[src/rtl/multicycle_control_fsm_if.sv]
// Control bundle between the multicycle datapath (master) and its control FSM (slave).
interface multicycle_control_fsm_if;
  logic [6:0] op;
  logic       zero;
  logic       mem_ready;
  logic       pc_write;
  logic       ir_write;
  logic       mem_write;
  logic       reg_write;
  logic       adr_src;
  logic [1:0] alu_src_a;
  logic [1:0] alu_src_b;
  logic [1:0] alu_op;
  logic [1:0] result_src;
  logic [2:0] imm_src;
  logic       illegal;
  logic       bus_err;
  logic       instr_done;

  modport master (
    output op, zero, mem_ready,
    input  pc_write, ir_write, mem_write, reg_write, adr_src,
    input  alu_src_a, alu_src_b, alu_op, result_src, imm_src,
    input  illegal, bus_err, instr_done
  );

  modport slave (
    input  op, zero, mem_ready,
    output pc_write, ir_write, mem_write, reg_write, adr_src,
    output alu_src_a, alu_src_b, alu_op, result_src, imm_src,
    output illegal, bus_err, instr_done
  );
endinterface

[src/rtl/multicycle_control_fsm.sv]
// Multicycle RISC-V style control FSM with memory-stall timeout and trap handling.
// Strobes are decoded from state/op; fault flags and instr_done are registered.
module multicycle_control_fsm #(
  parameter int EN_JAL    = 1,
  parameter int TRAP_HALT = 1,
  parameter int MAX_WAIT  = 15
) (
  input  logic                   clk,
  input  logic                   rst_n,
  multicycle_control_fsm_if.slave bus
);

  localparam logic [6:0] OP_LW   = 7'b0000011;
  localparam logic [6:0] OP_SW   = 7'b0100011;
  localparam logic [6:0] OP_R    = 7'b0110011;
  localparam logic [6:0] OP_I    = 7'b0010011;
  localparam logic [6:0] OP_BEQ  = 7'b1100011;
  localparam logic [6:0] OP_JAL  = 7'b1101111;
  localparam logic [7:0] WAIT_LAST = 8'(MAX_WAIT - 1);

  typedef enum logic [3:0] {
    S_FETCH    = 4'd0,
    S_DECODE   = 4'd1,
    S_MEMADR   = 4'd2,
    S_MEMREAD  = 4'd3,
    S_MEMWB    = 4'd4,
    S_MEMWRITE = 4'd5,
    S_EXECR    = 4'd6,
    S_EXECI    = 4'd7,
    S_ALUWB    = 4'd8,
    S_BEQ      = 4'd9,
    S_JAL      = 4'd10,
    S_TRAP     = 4'd11
  } state_e;

  state_e     state_q, state_d;
  logic [7:0] wait_q, wait_d;
  logic       illegal_q, illegal_d;
  logic       bus_err_q, bus_err_d;
  logic       done_q, done_d;

  logic       pc_write_s, ir_write_s, mem_write_s, reg_write_s, adr_src_s;
  logic [1:0] alu_src_a_s, alu_src_b_s, alu_op_s, result_src_s;
  logic [2:0] imm_src_s;
  logic       mem_wait_s;

  // State, wait counter, sticky fault flags and the instr_done pulse
  always_ff @(posedge clk or negedge rst_n) begin
    if (!rst_n) begin
      state_q   <= S_FETCH;
      wait_q    <= 8'd0;
      illegal_q <= 1'b0;
      bus_err_q <= 1'b0;
      done_q    <= 1'b0;
    end else begin
      state_q   <= state_d;
      wait_q    <= wait_d;
      illegal_q <= illegal_d;
      bus_err_q <= bus_err_d;
      done_q    <= done_d;
    end
  end

  // Next-state and control decode
  always_comb begin
    state_d      = state_q;
    wait_d       = 8'd0;
    illegal_d    = illegal_q;
    bus_err_d    = bus_err_q;
    done_d       = 1'b0;
    pc_write_s   = 1'b0;
    ir_write_s   = 1'b0;
    mem_write_s  = 1'b0;
    reg_write_s  = 1'b0;
    adr_src_s    = 1'b0;
    alu_src_a_s  = 2'b00;
    alu_src_b_s  = 2'b00;
    alu_op_s     = 2'b00;
    result_src_s = 2'b00;
    mem_wait_s   = 1'b0;

    case (bus.op)
      OP_SW:   imm_src_s = 3'b001;
      OP_BEQ:  imm_src_s = 3'b010;
      OP_JAL:  imm_src_s = 3'b011;
      default: imm_src_s = 3'b000;
    endcase

    case (state_q)
      S_FETCH: begin
        alu_src_b_s  = 2'b10;
        result_src_s = 2'b10;
        ir_write_s   = bus.mem_ready;
        pc_write_s   = bus.mem_ready;
        mem_wait_s   = 1'b1;
        if (bus.mem_ready) state_d = S_DECODE;
        else               state_d = S_FETCH;
      end
      S_DECODE: begin
        alu_src_a_s = 2'b01;
        alu_src_b_s = 2'b01;
        case (bus.op)
          OP_LW, OP_SW: state_d = S_MEMADR;
          OP_R:         state_d = S_EXECR;
          OP_I:         state_d = S_EXECI;
          OP_BEQ:       state_d = S_BEQ;
          OP_JAL: begin
            if (EN_JAL != 0) begin
              state_d = S_JAL;
            end else begin
              state_d   = S_TRAP;
              illegal_d = 1'b1;
            end
          end
          default: begin
            state_d   = S_TRAP;
            illegal_d = 1'b1;
          end
        endcase
      end
      S_MEMADR: begin
        alu_src_a_s = 2'b10;
        alu_src_b_s = 2'b01;
        if (bus.op == OP_SW) state_d = S_MEMWRITE;
        else                 state_d = S_MEMREAD;
      end
      S_MEMREAD: begin
        adr_src_s  = 1'b1;
        mem_wait_s = 1'b1;
        if (bus.mem_ready) state_d = S_MEMWB;
        else               state_d = S_MEMREAD;
      end
      S_MEMWB: begin
        result_src_s = 2'b01;
        reg_write_s  = 1'b1;
        state_d      = S_FETCH;
      end
      S_MEMWRITE: begin
        adr_src_s   = 1'b1;
        mem_write_s = 1'b1;
        mem_wait_s  = 1'b1;
        if (bus.mem_ready) state_d = S_FETCH;
        else               state_d = S_MEMWRITE;
      end
      S_EXECR: begin
        alu_src_a_s = 2'b10;
        alu_op_s    = 2'b10;
        state_d     = S_ALUWB;
      end
      S_EXECI: begin
        alu_src_a_s = 2'b10;
        alu_src_b_s = 2'b01;
        alu_op_s    = 2'b10;
        state_d     = S_ALUWB;
      end
      S_ALUWB: begin
        reg_write_s = 1'b1;
        state_d     = S_FETCH;
      end
      S_BEQ: begin
        alu_src_a_s = 2'b10;
        alu_op_s    = 2'b01;
        pc_write_s  = bus.zero;
        state_d     = S_FETCH;
      end
      S_JAL: begin
        alu_src_a_s = 2'b01;
        alu_src_b_s = 2'b10;
        pc_write_s  = 1'b1;
        state_d     = S_ALUWB;
      end
      S_TRAP: begin
        if (TRAP_HALT != 0) state_d = S_TRAP;
        else                state_d = S_FETCH;
      end
      default: state_d = S_FETCH;
    endcase

    // A stall on the last allowed cycle traps; a ready in that same cycle completes instead
    if (mem_wait_s && !bus.mem_ready) begin
      if (wait_q == WAIT_LAST) begin
        state_d   = S_TRAP;
        bus_err_d = 1'b1;
      end else begin
        wait_d = wait_q + 8'd1;
      end
    end else begin
      wait_d = 8'd0;
    end

    case (state_q)
      S_MEMWB, S_MEMWRITE, S_ALUWB, S_BEQ: done_d = (state_d == S_FETCH);
      default:                             done_d = 1'b0;
    endcase
  end

  // Strobes are forced low for the whole time reset is asserted
  assign bus.pc_write   = pc_write_s  & rst_n;
  assign bus.ir_write   = ir_write_s  & rst_n;
  assign bus.mem_write  = mem_write_s & rst_n;
  assign bus.reg_write  = reg_write_s & rst_n;
  assign bus.adr_src    = adr_src_s;
  assign bus.alu_src_a  = alu_src_a_s;
  assign bus.alu_src_b  = alu_src_b_s;
  assign bus.alu_op     = alu_op_s;
  assign bus.result_src = result_src_s;
  assign bus.imm_src    = imm_src_s;
  assign bus.illegal    = illegal_q;
  assign bus.bus_err    = bus_err_q;
  assign bus.instr_done = done_q;

endmodule

[src/flat_wrapper.sv]
// flat-port wrapper written by rule: the top's interface ports become plain ports
module multicycle_control_fsm_flat 
#(
  parameter int EN_JAL    = 1,
  parameter int TRAP_HALT = 1,
  parameter int MAX_WAIT  = 15
)
  (clk, rst_n, bus_op, bus_zero, bus_mem_ready, bus_pc_write, bus_ir_write, bus_mem_write, bus_reg_write, bus_adr_src, bus_alu_src_a, bus_alu_src_b, bus_alu_op, bus_result_src, bus_imm_src, bus_illegal, bus_bus_err, bus_instr_done);
  multicycle_control_fsm_if bus_i ();
  input  logic clk;
  input  logic rst_n;
  input wire logic [$bits(bus_i.op)-1:0] bus_op;
  input wire logic [$bits(bus_i.zero)-1:0] bus_zero;
  input wire logic [$bits(bus_i.mem_ready)-1:0] bus_mem_ready;
  output wire logic [$bits(bus_i.pc_write)-1:0] bus_pc_write;
  output wire logic [$bits(bus_i.ir_write)-1:0] bus_ir_write;
  output wire logic [$bits(bus_i.mem_write)-1:0] bus_mem_write;
  output wire logic [$bits(bus_i.reg_write)-1:0] bus_reg_write;
  output wire logic [$bits(bus_i.adr_src)-1:0] bus_adr_src;
  output wire logic [$bits(bus_i.alu_src_a)-1:0] bus_alu_src_a;
  output wire logic [$bits(bus_i.alu_src_b)-1:0] bus_alu_src_b;
  output wire logic [$bits(bus_i.alu_op)-1:0] bus_alu_op;
  output wire logic [$bits(bus_i.result_src)-1:0] bus_result_src;
  output wire logic [$bits(bus_i.imm_src)-1:0] bus_imm_src;
  output wire logic [$bits(bus_i.illegal)-1:0] bus_illegal;
  output wire logic [$bits(bus_i.bus_err)-1:0] bus_bus_err;
  output wire logic [$bits(bus_i.instr_done)-1:0] bus_instr_done;
  assign bus_i.op = bus_op;
  assign bus_i.zero = bus_zero;
  assign bus_i.mem_ready = bus_mem_ready;
  assign bus_pc_write = bus_i.pc_write;
  assign bus_ir_write = bus_i.ir_write;
  assign bus_mem_write = bus_i.mem_write;
  assign bus_reg_write = bus_i.reg_write;
  assign bus_adr_src = bus_i.adr_src;
  assign bus_alu_src_a = bus_i.alu_src_a;
  assign bus_alu_src_b = bus_i.alu_src_b;
  assign bus_alu_op = bus_i.alu_op;
  assign bus_result_src = bus_i.result_src;
  assign bus_imm_src = bus_i.imm_src;
  assign bus_illegal = bus_i.illegal;
  assign bus_bus_err = bus_i.bus_err;
  assign bus_instr_done = bus_i.instr_done;
  multicycle_control_fsm #(.EN_JAL(EN_JAL), .TRAP_HALT(TRAP_HALT), .MAX_WAIT(MAX_WAIT)) u_core (.clk(clk), .rst_n(rst_n), .bus(bus_i));
endmodule
[config.mk]
export PLATFORM = sky130hd
export DESIGN_NAME = multicycle_control_fsm_flat
export DESIGN_NICKNAME = d
export VERILOG_FILES = /design/src/rtl/multicycle_control_fsm_if.sv /design/src/rtl/multicycle_control_fsm.sv /design/src/flat_wrapper.sv
export SDC_FILE = /design/constraint.sdc
export NUM_CORES = 1
export LEC_CHECK = 0
export ABC_AREA = 0
export CAP_MARGIN = 20
export CORE_MARGIN = 4
export CORE_UTILIZATION = 25
export CTS_CLUSTER_SIZE = 24
export DETAILED_ROUTE_END_ITERATION = 8
export GPL_TIMING_DRIVEN = 0
export SETUP_SLACK_MARGIN = 0.1
export SKIP_CTS_REPAIR_TIMING = 1
export SYNTH_ARGS = -nofsm -noshare
export SYNTH_HDL_FRONTEND = slang
export SYNTH_SLANG_ARGS = --single-unit
[constraint.sdc]
create_clock -name clk -period 1.62 [get_ports clk]
set_input_delay 0.324 -clock clk [delete_from_list [all_inputs] [get_ports clk]]
set_output_delay 0.324 -clock clk [all_outputs]
set_load 0.05 [all_outputs]
# ---- Word-level counts from Yosys, hierarchy flattened
# Index checks and enable logic that the tools add are counted.
dict set report op_classes {
  bitwise 5
  n_reduce_logical 18
  mux 22
  addsub 1
  n_eq_ne 18
}
# operator n
set ops {}
lappend ops {{4-bit case mux with 7 select lines} 1}
lappend ops {{4-bit case mux with 5 select lines} 1}
lappend ops {{4-bit by 3-bit equality test with 1-bit output (second input constant)} 4}
lappend ops {{4-bit equality test (second input constant)} 4}
lappend ops {{8-bit 2-to-1 mux} 2}
lappend ops {{2-bit case mux with 2 select lines} 4}
lappend ops {{7-bit by 6-bit equality test with 1-bit output (second input constant)} 2}
lappend ops {{7-bit equality test (second input constant)} 2}
lappend ops {{2-bit OR reduction} 6}
lappend ops {{3-bit 2-to-1 mux} 3}
lappend ops {{3-bit OR reduction} 3}
lappend ops {{8-bit by 1-bit adder with 8-bit output (second input constant)} 1}
lappend ops {{4-bit by 2-bit equality test with 1-bit output (second input constant)} 2}
lappend ops {{8-bit by 4-bit equality test with 1-bit output (second input constant)} 1}
lappend ops {{4-bit zero test} 2}
lappend ops {{4-bit 2-to-1 mux} 2}
lappend ops {{4-bit OR reduction} 2}
lappend ops {{7-bit by 2-bit equality test with 1-bit output (second input constant)} 1}
lappend ops {{7-bit by 5-bit equality test with 1-bit output (second input constant)} 1}
lappend ops {{1-bit 2-to-1 mux} 7}
lappend ops {{2-bit case mux with 3 select lines} 1}
lappend ops {{6-bit OR reduction} 1}
lappend ops {{1-bit AND} 4}
lappend ops {{4-bit by 1-bit equality test with 1-bit output (second input constant)} 1}
lappend ops {{other kinds (5)} 6}
dict set report totals {
  out_inout_bits 19
  wordCells 69
  ff_bits 15
  inputBits 11
}

# ---- Depth between registers and ports, before layout
# Gate-level depths: netlist of run 1.
dict set report depth {
  ltp_word 8
  ltp_mapped 6
  depth_no_buf 5
}

# ---- Least setup slack after synthesis of run 1
# Ideal clock, no wire load.
dict set report synth_path {
  path_type {reg-to-output}
  from {register u_core.state_q[2]}
  to {output bus_ir_write}
  slack_ps -1559
  t_required_ps 1296
  path_buffers 2
  arrival_ps 2855
  stages_incl_launch_ff 5
  path_cell_list {dfrtp_1 -> buf_2 -> buf_2 -> nor4_1 -> and3_1}
}
dict set report synth_between {
  elab_chain_len 3
}
# element line_no
set synth_lines {}
lappend synth_lines {{start, declared} multicycle_control_fsm.sv:36} ;# state_e state_q, state_d;
lappend synth_lines {{start signal, assigned} multicycle_control_fsm.sv:56} ;# state_q <= state_d;
lappend synth_lines {{4-bit zero test} multicycle_control_fsm.sv:89} ;# case (state_q)
lappend synth_lines {{1-bit 2-to-1 mux} multicycle_control_fsm.sv:89}
lappend synth_lines {{1-bit AND} multicycle_control_fsm.sv:199} ;# assign bus.ir_write = ir_write_s & rst_n;
lappend synth_lines {{end, declared} flat_wrapper.sv:16} ;# output wire logic [$bits(bus_i.ir_write)-1:0] bus_ir_write;
# Every way passes these cells.

# ---- Worst setup path after layout of run 1
dict set report layout_path {
  from {register u_core.state_q[0]}
  to {output bus_ir_write}
}
# The elaborated chain is that of the path after synthesis.

==> reports/results.tsv, run 1 <==
metric	value	unit
stdcell_count	234	
initial_core_util	0.258	
cp_cell_sequence	buf_8, nor4_4, and3_4, buf_8	
gp_congestion	0.844	
crit_top_cell	buf_8	
placedCellCount	207	
cts_tree	yes	
die_width	75	um
rr_endpoint	u_core.bus.instr_done	
ys.flop_type	dfrtp_1	
grt_pass1_vias	1052	
grt_usage	0.106	
grt_pass1_wl	4.67	mm
pin_count	30	
fin_total_pwr	3.66	mW
async_flop_share	1.00	
antenna_found_initial	0	
yosysWarnings	0	
ys_ff_latch	15	
slowest_delay	0.49	ns
clockBufferDepth	2	
drtAntennaViolNets	0	
clkTransAtPathRegs	0.06	ns
cp_max_fo	6	
slew_headroom	0.620	
powerDensity	1770	mW/mm2
drc_errors	0	
required	1.30	ns
clock-sinks	15	
synth_area_leaders	dfrtp_1, xor2_1, nor2_1	
fillers	398	
dieArea	0.00563	mm2
fin_nets	196	
routed_wl	3.39	mm
finClkSkew	0.00129	ns
status	finished, violations left	
drv_slew	0	
cts_buffers	3	
coreArea	0.00435	mm2
wl_per_cell	14.5	um
setup_viol	27	
vias	1145	
finalHoldViolations	15	
syn_inst	127	
rows	24	
maxCapViolCount	0	
avgSynthCellArea	8.84	um2
synth.most_common_cell	nor2_1	
grt.overflow.total	0	
grt_setup_unrepaired	true	
syn_to_final_growth	84.5	%
dp_hpwl	2.25	mm
vias_per_cell	4.89	
worstSetupStartpointType	flip-flop	
criticalPathCategory	flip-flop to output port	
end_kind	output port	
synthTopCellsByCount	nor2_1, dfrtp_1, nor2b_1	
cellLeakagePower	0.961	nW
drtPass1Iterations	4	
synth_edf_count	0	
synth-seq-area-share	0.334	
worstRegToRegCells	7	
period_share	1.17	
layout_setup_ws	-0.273	ns
period_needed	1.89	ns
dr.first_iter.drc_count	15	
ff2ff_setup_slack	-0.24	ns
crit_slowest_cell	dfrtp_2	
violations	hold timing, setup timing	
htree_levels	1	
multi_input_area	901	um2
hold_path_class	input pin to asynchronous set/reset pin	
clockRootBuffer	clkbuf_8	
synth_area_leader_cell	dfrtp_1	
fmax	528	MHz
worst_slew_pin_slew	0.564	ns
worstReg2RegStart	u_core.state_q[3]	
io_buffers	28	
ir_worst_vdd	0.732	mV
grt_max_degree	18	
dieHeight	75	um
hold_ws	-0.00434	ns
clkLatencyLatePin	0.24	ns
cp.arrival	1.57	ns
ys_types	44	
diodes	0	
ff_latch_area	377	um2
netlist.area_leader.share	0.334	
syn-num-nets	140	
drive_gt1_frac	0.505	
netlist_area	0.00112	mm2
-- state kept, by name, summed over array words and instances (netlist names) --
signal and count:
u_core.bus.bus_err 1, u_core.bus.illegal 1, u_core.bus.instr_done 1, u_core.state_q 4
u_core.wait_q 8
-- per-stage QoR --
stage | area (um2) | setup slack (ns) | utilization | setup TNS, ns
final | 2070 | -0.273 | 0.476 | -3.44
after detailed placement | 1590 | -1.43 | 0.364 | -16.11
after global routing | 2070 | -0.379 | 0.476 | -5.13
after floorplan | 1240 | -0.386 | - | -1.71
after global placement | 1590 | -1.38 | 0.364 | -15.08
after CTS | 1630 | -1.43 | 0.374 | -15.81
-- placed cells by master, fill, tap and decap left out, types with 2 or more instances in the layout --
cell | Yosys | final
nor2_4 | 0 | 2
buf_8 | 0 | 7
o211ai_1 | 2 | 2
nor2_1 | 17 | 9
nand3_1 | 6 | 5
xnor2_1 | 3 | 2
o21bai_1 | 2 | 2
nand2b_4 | 0 | 3
o21a_1 | 2 | 2
a31oi_1 | 2 | 2
buf_12 | 0 | 3
buf_2 | 4 | 2
nor3_1 | 5 | 2
nor3_4 | 0 | 2
clkbuf_1 | 2 | 2
dlymetal6s2s_1 | 0 | 8
or3_4 | 1 | 2
nand2_1 | 5 | 4
inv_1 | 3 | 2
nor2b_1 | 9 | 6
and3_1 | 4 | 2
nand4_1 | 2 | 2
nor2_2 | 0 | 6
nor2b_4 | 0 | 2
and3_4 | 0 | 2
ha_1 | 2 | 2
nor3b_2 | 0 | 2
dfrtp_1 | 15 | 14
clkbuf_16 | 0 | 2
clkbuf_8 | 0 | 3
nor4_1 | 3 | 2
buf_6 | 2 | 18
xor2_1 | 8 | 6
clkbuf_2 | 0 | 2
buf_4 | 1 | 15
-- worst max-delay path: cells and delay by family (launching register included) --
| family | cells | cell delay, ns |
|---|---|---|
| buf+inv | 2 | 0.30 |
| flops | 1 | 0.49 |
| simple gates | 2 | 0.53 |
-- worst max-delay path by stage --
stage / end / slack (ns) / start / depth (start not counted)
global route: bus_pc_write / -0.38 / u_core.state_q[0] / 6
CTS: bus_reg_write / -1.43 / rst_n / 4
detailed placement: bus_reg_write / -1.43 / rst_n / 4
finish: bus_ir_write / -0.27 / u_core.state_q[0] / 4
global placement: bus_reg_write / -1.38 / rst_n / 4
floorplan: bus_ir_write / -0.39 / u_core.state_q[0] / 3
-- cells by family (layout without fill, tap and decap cells) --
logic type      Yosys count  in the layout  share of synthesized area
fa+ha+maj                 2              2                     0.0223
simple gates             68             68                      0.357
other cells               1              1                    0.00334
buf+inv                  12             67                     0.0613
compound gates           18             18                      0.136
xor+xnor                 11             11                     0.0858
flops                    15             15                      0.334
-- layer usage --
metal / share of wire / up-vias / GRT usage / wire length (um)
li1: - / 559 / - / -
met2: 0.54 / 25 / 0.182 / 1830
met1: 0.39 / 554 / 0.130 / 1320
met4: 0.015 / 0 / 0.0237 / 51
met5: 0 / - / 0 / 0
met3: 0.054 / 7 / 0.0334 / 184
-- area by class of cell --
class | count | share of cell area
multi-input cells | 100 | 0.435
repair buffers | 51 | 0.271
flip-flops and latches | 15 | 0.182
plain buffers | 9 | 0.0532
well taps | 52 | 0.0314
clock buffers | 4 | 0.0218
inverters | 3 | 0.00544
-- power breakdown --
group	internal (mW)	total, mW	switching [mW]
Combinational	1.39	2.83	1.44
Clock	0.174	0.298	0.124
Sequential	0.447	0.532	0.0844
Total	2.01	3.66	1.65
No activity file was read; power rests on OpenSTA's default activity.
==> inputs of run 2 (changes only) <==
Settings changed: GPL_TIMING_DRIVEN 0 to 1.
==> run 2 against run 1 <==
Compared with the run above: the run ends with setup timing left; clock skew increased by 0.0022 ns; combinational power about the same; power grew 1.3%; largest power group unchanged.
==> reports/results.tsv, run 2 (synthesis results as in run 1) <==
metric	value	unit
violations	setup timing	
initial_core_util	0.258	
period_share	1.16	
end_kind	output port	
seqPwrFrac	0.153	
multi_input_area	876	um2
io_buffers	28	
grt_usage	0.111	
dr.first_iter.drc_count	37	
final_cell_mix	buf_4, buf_12, nor2_1, dfrtp_1, dlymetal6s2s_1	
syn_to_final_growth	93.2	%
switchingPower	1.62	mW
pwr-share-clk	0.079	
cts_tree	yes	
largest_register_ffs	8	
drtPass1Iterations	4	
diodes	0	
drive_gt1_frac	0.526	
hold_path_class	flip-flop to flip-flop	
placed_cell_area	0.00191	mm2
clockRootBuffer	clkbuf_8	
largestRegisters	u_core.wait_q (8), u_core.state_q (4)	
wl_per_cell	13.7	um
grt_setup_unrepaired	true	
powerDensity	1710	mW/mm2
cellLeakagePower	0.991	nW
worstSetupStartpointType	flip-flop	
p_sw_frac	0.438	
ir_worst_vdd	0.532	mV
clock-sinks	15	
ff_latch_area	379	um2
die_width	75	um
required	1.30	ns
criticalPathCategory	flip-flop to output port	
antenna_found_initial	0	
vias	1191	
coreArea	0.00435	mm2
status	finished, violations left	
top_register	u_core.wait_q	
period_needed	1.89	ns
cellInternalPower	2.08	mW
layout_setup_ws	-0.266	ns
pin_count	30	
grt_pass1_wl	4.93	mm
setup_viol	27	
design_area	0.00217	mm2
drv_slew	0	
grt.overflow.total	0	
cp_max_fo	5	
drtAntennaViolNets	0	
htree_levels	1	
rows	24	
grt_max_degree	16	
fmax	530	MHz
gp_congestion	0.834	
combPwrFrac	0.767	
clkTransAtPathRegs	0.06	ns
routed_wl	3.36	mm
dp_hpwl	2.58	mm
cp.arrival	1.56	ns
drc_errors	0	
maxCapViolCount	0	
clockBufferDepth	2	
layout_commonest_cell	buf_4	
dieHeight	75	um
clkLatencyLatePin	0.24	ns
vias_per_cell	4.84	
fin_nets	208	
tns	-3.92	ns
finalHoldViolations	0	
fillers	404	
cts_buffers	3	
grt_pass1_vias	1106	
dieArea	0.00563	mm2
finClkSkew	0.00351	ns
==> run 2: changes by cell type in the layout (fill, tap and decap cells not counted), sizes merged <==
cell and change:
buf +17, clkbuf -6, clkdlybuf4s50 +1, clkinvlp +1, inv -1
==> run 2: routing by layer <==
| layer | share of wire | global-route usage | vias up |
|---|---|---|---|
| met5 | 0 | 0 | - |
| met4 | 0.017 | 0.0178 | 0 |
| met3 | 0.038 | 0.0200 | 8 |
| met2 | 0.53 | 0.202 | 28 |
| met1 | 0.41 | 0.138 | 573 |
| li1 | - | - | 582 |
==> run 2: critical path, stage by stage, from the launching register on <==
cell and delay [ns]:
dfrtp_1 0.44, nand2b_4 0.17, o21a_1 0.19, o21ai_2 0.13
nor3b_4 0.23, buf_12 0.16
==> run 2: metrics by stage <==
stage | instances | total power, mW | setup WS, ns | hold WS (ns) | utilization
after detailed placement | 232 | 3.03 | -0.355 | 0.464 | 0.438
after CTS | 236 | 3.33 | -0.402 | 0.480 | 0.448
after floorplan | 127 | 1.96 | -0.386 | 0.0284 | -
after global placement | 232 | 2.99 | -0.286 | 0.457 | 0.438
after global routing | 246 | 3.90 | -0.364 | 0.490 | 0.498
final | 246 | 3.70 | -0.266 | 0.473 | 0.498
==> run 2: path summary, 6_finish.rpt <==
kind                                    start               endpoint  slack [ns]  cells past startpoint
hold reg to reg            u_core.bus.bus_err     u_core.bus.bus_err        0.47                      1
hold / removal             u_core.bus.bus_err     u_core.bus.bus_err        0.47                      1
min in group asynchronous               rst_n      u_core.state_q[0]        0.59                      3
max in group asynchronous               rst_n      u_core.state_q[2]        0.84                      3
setup reg to reg            u_core.state_q[3]  u_core.bus.instr_done       -0.20                      6
setup / recovery            u_core.state_q[3]           bus_pc_write       -0.27                      5
==> run 2: power groups by stage <==
stage	clock, mW	combinational (mW)	sequential [mW]
finish	0.294	2.84	0.567
global route	0.321	3.00	0.578
CTS	0.302	2.47	0.561
detailed placement	0	2.46	0.568
global placement	0	2.42	0.569
floorplan	0	1.44	0.526
==> run 2: layout make-up <==
cell class,instances,share of cell area
clock buffer,4,0.0208
sequential,15,0.175
timing repair buffer,72,0.364
multi-input combinational,100,0.404
inverter,3,0.00692
tap,52,0.0300
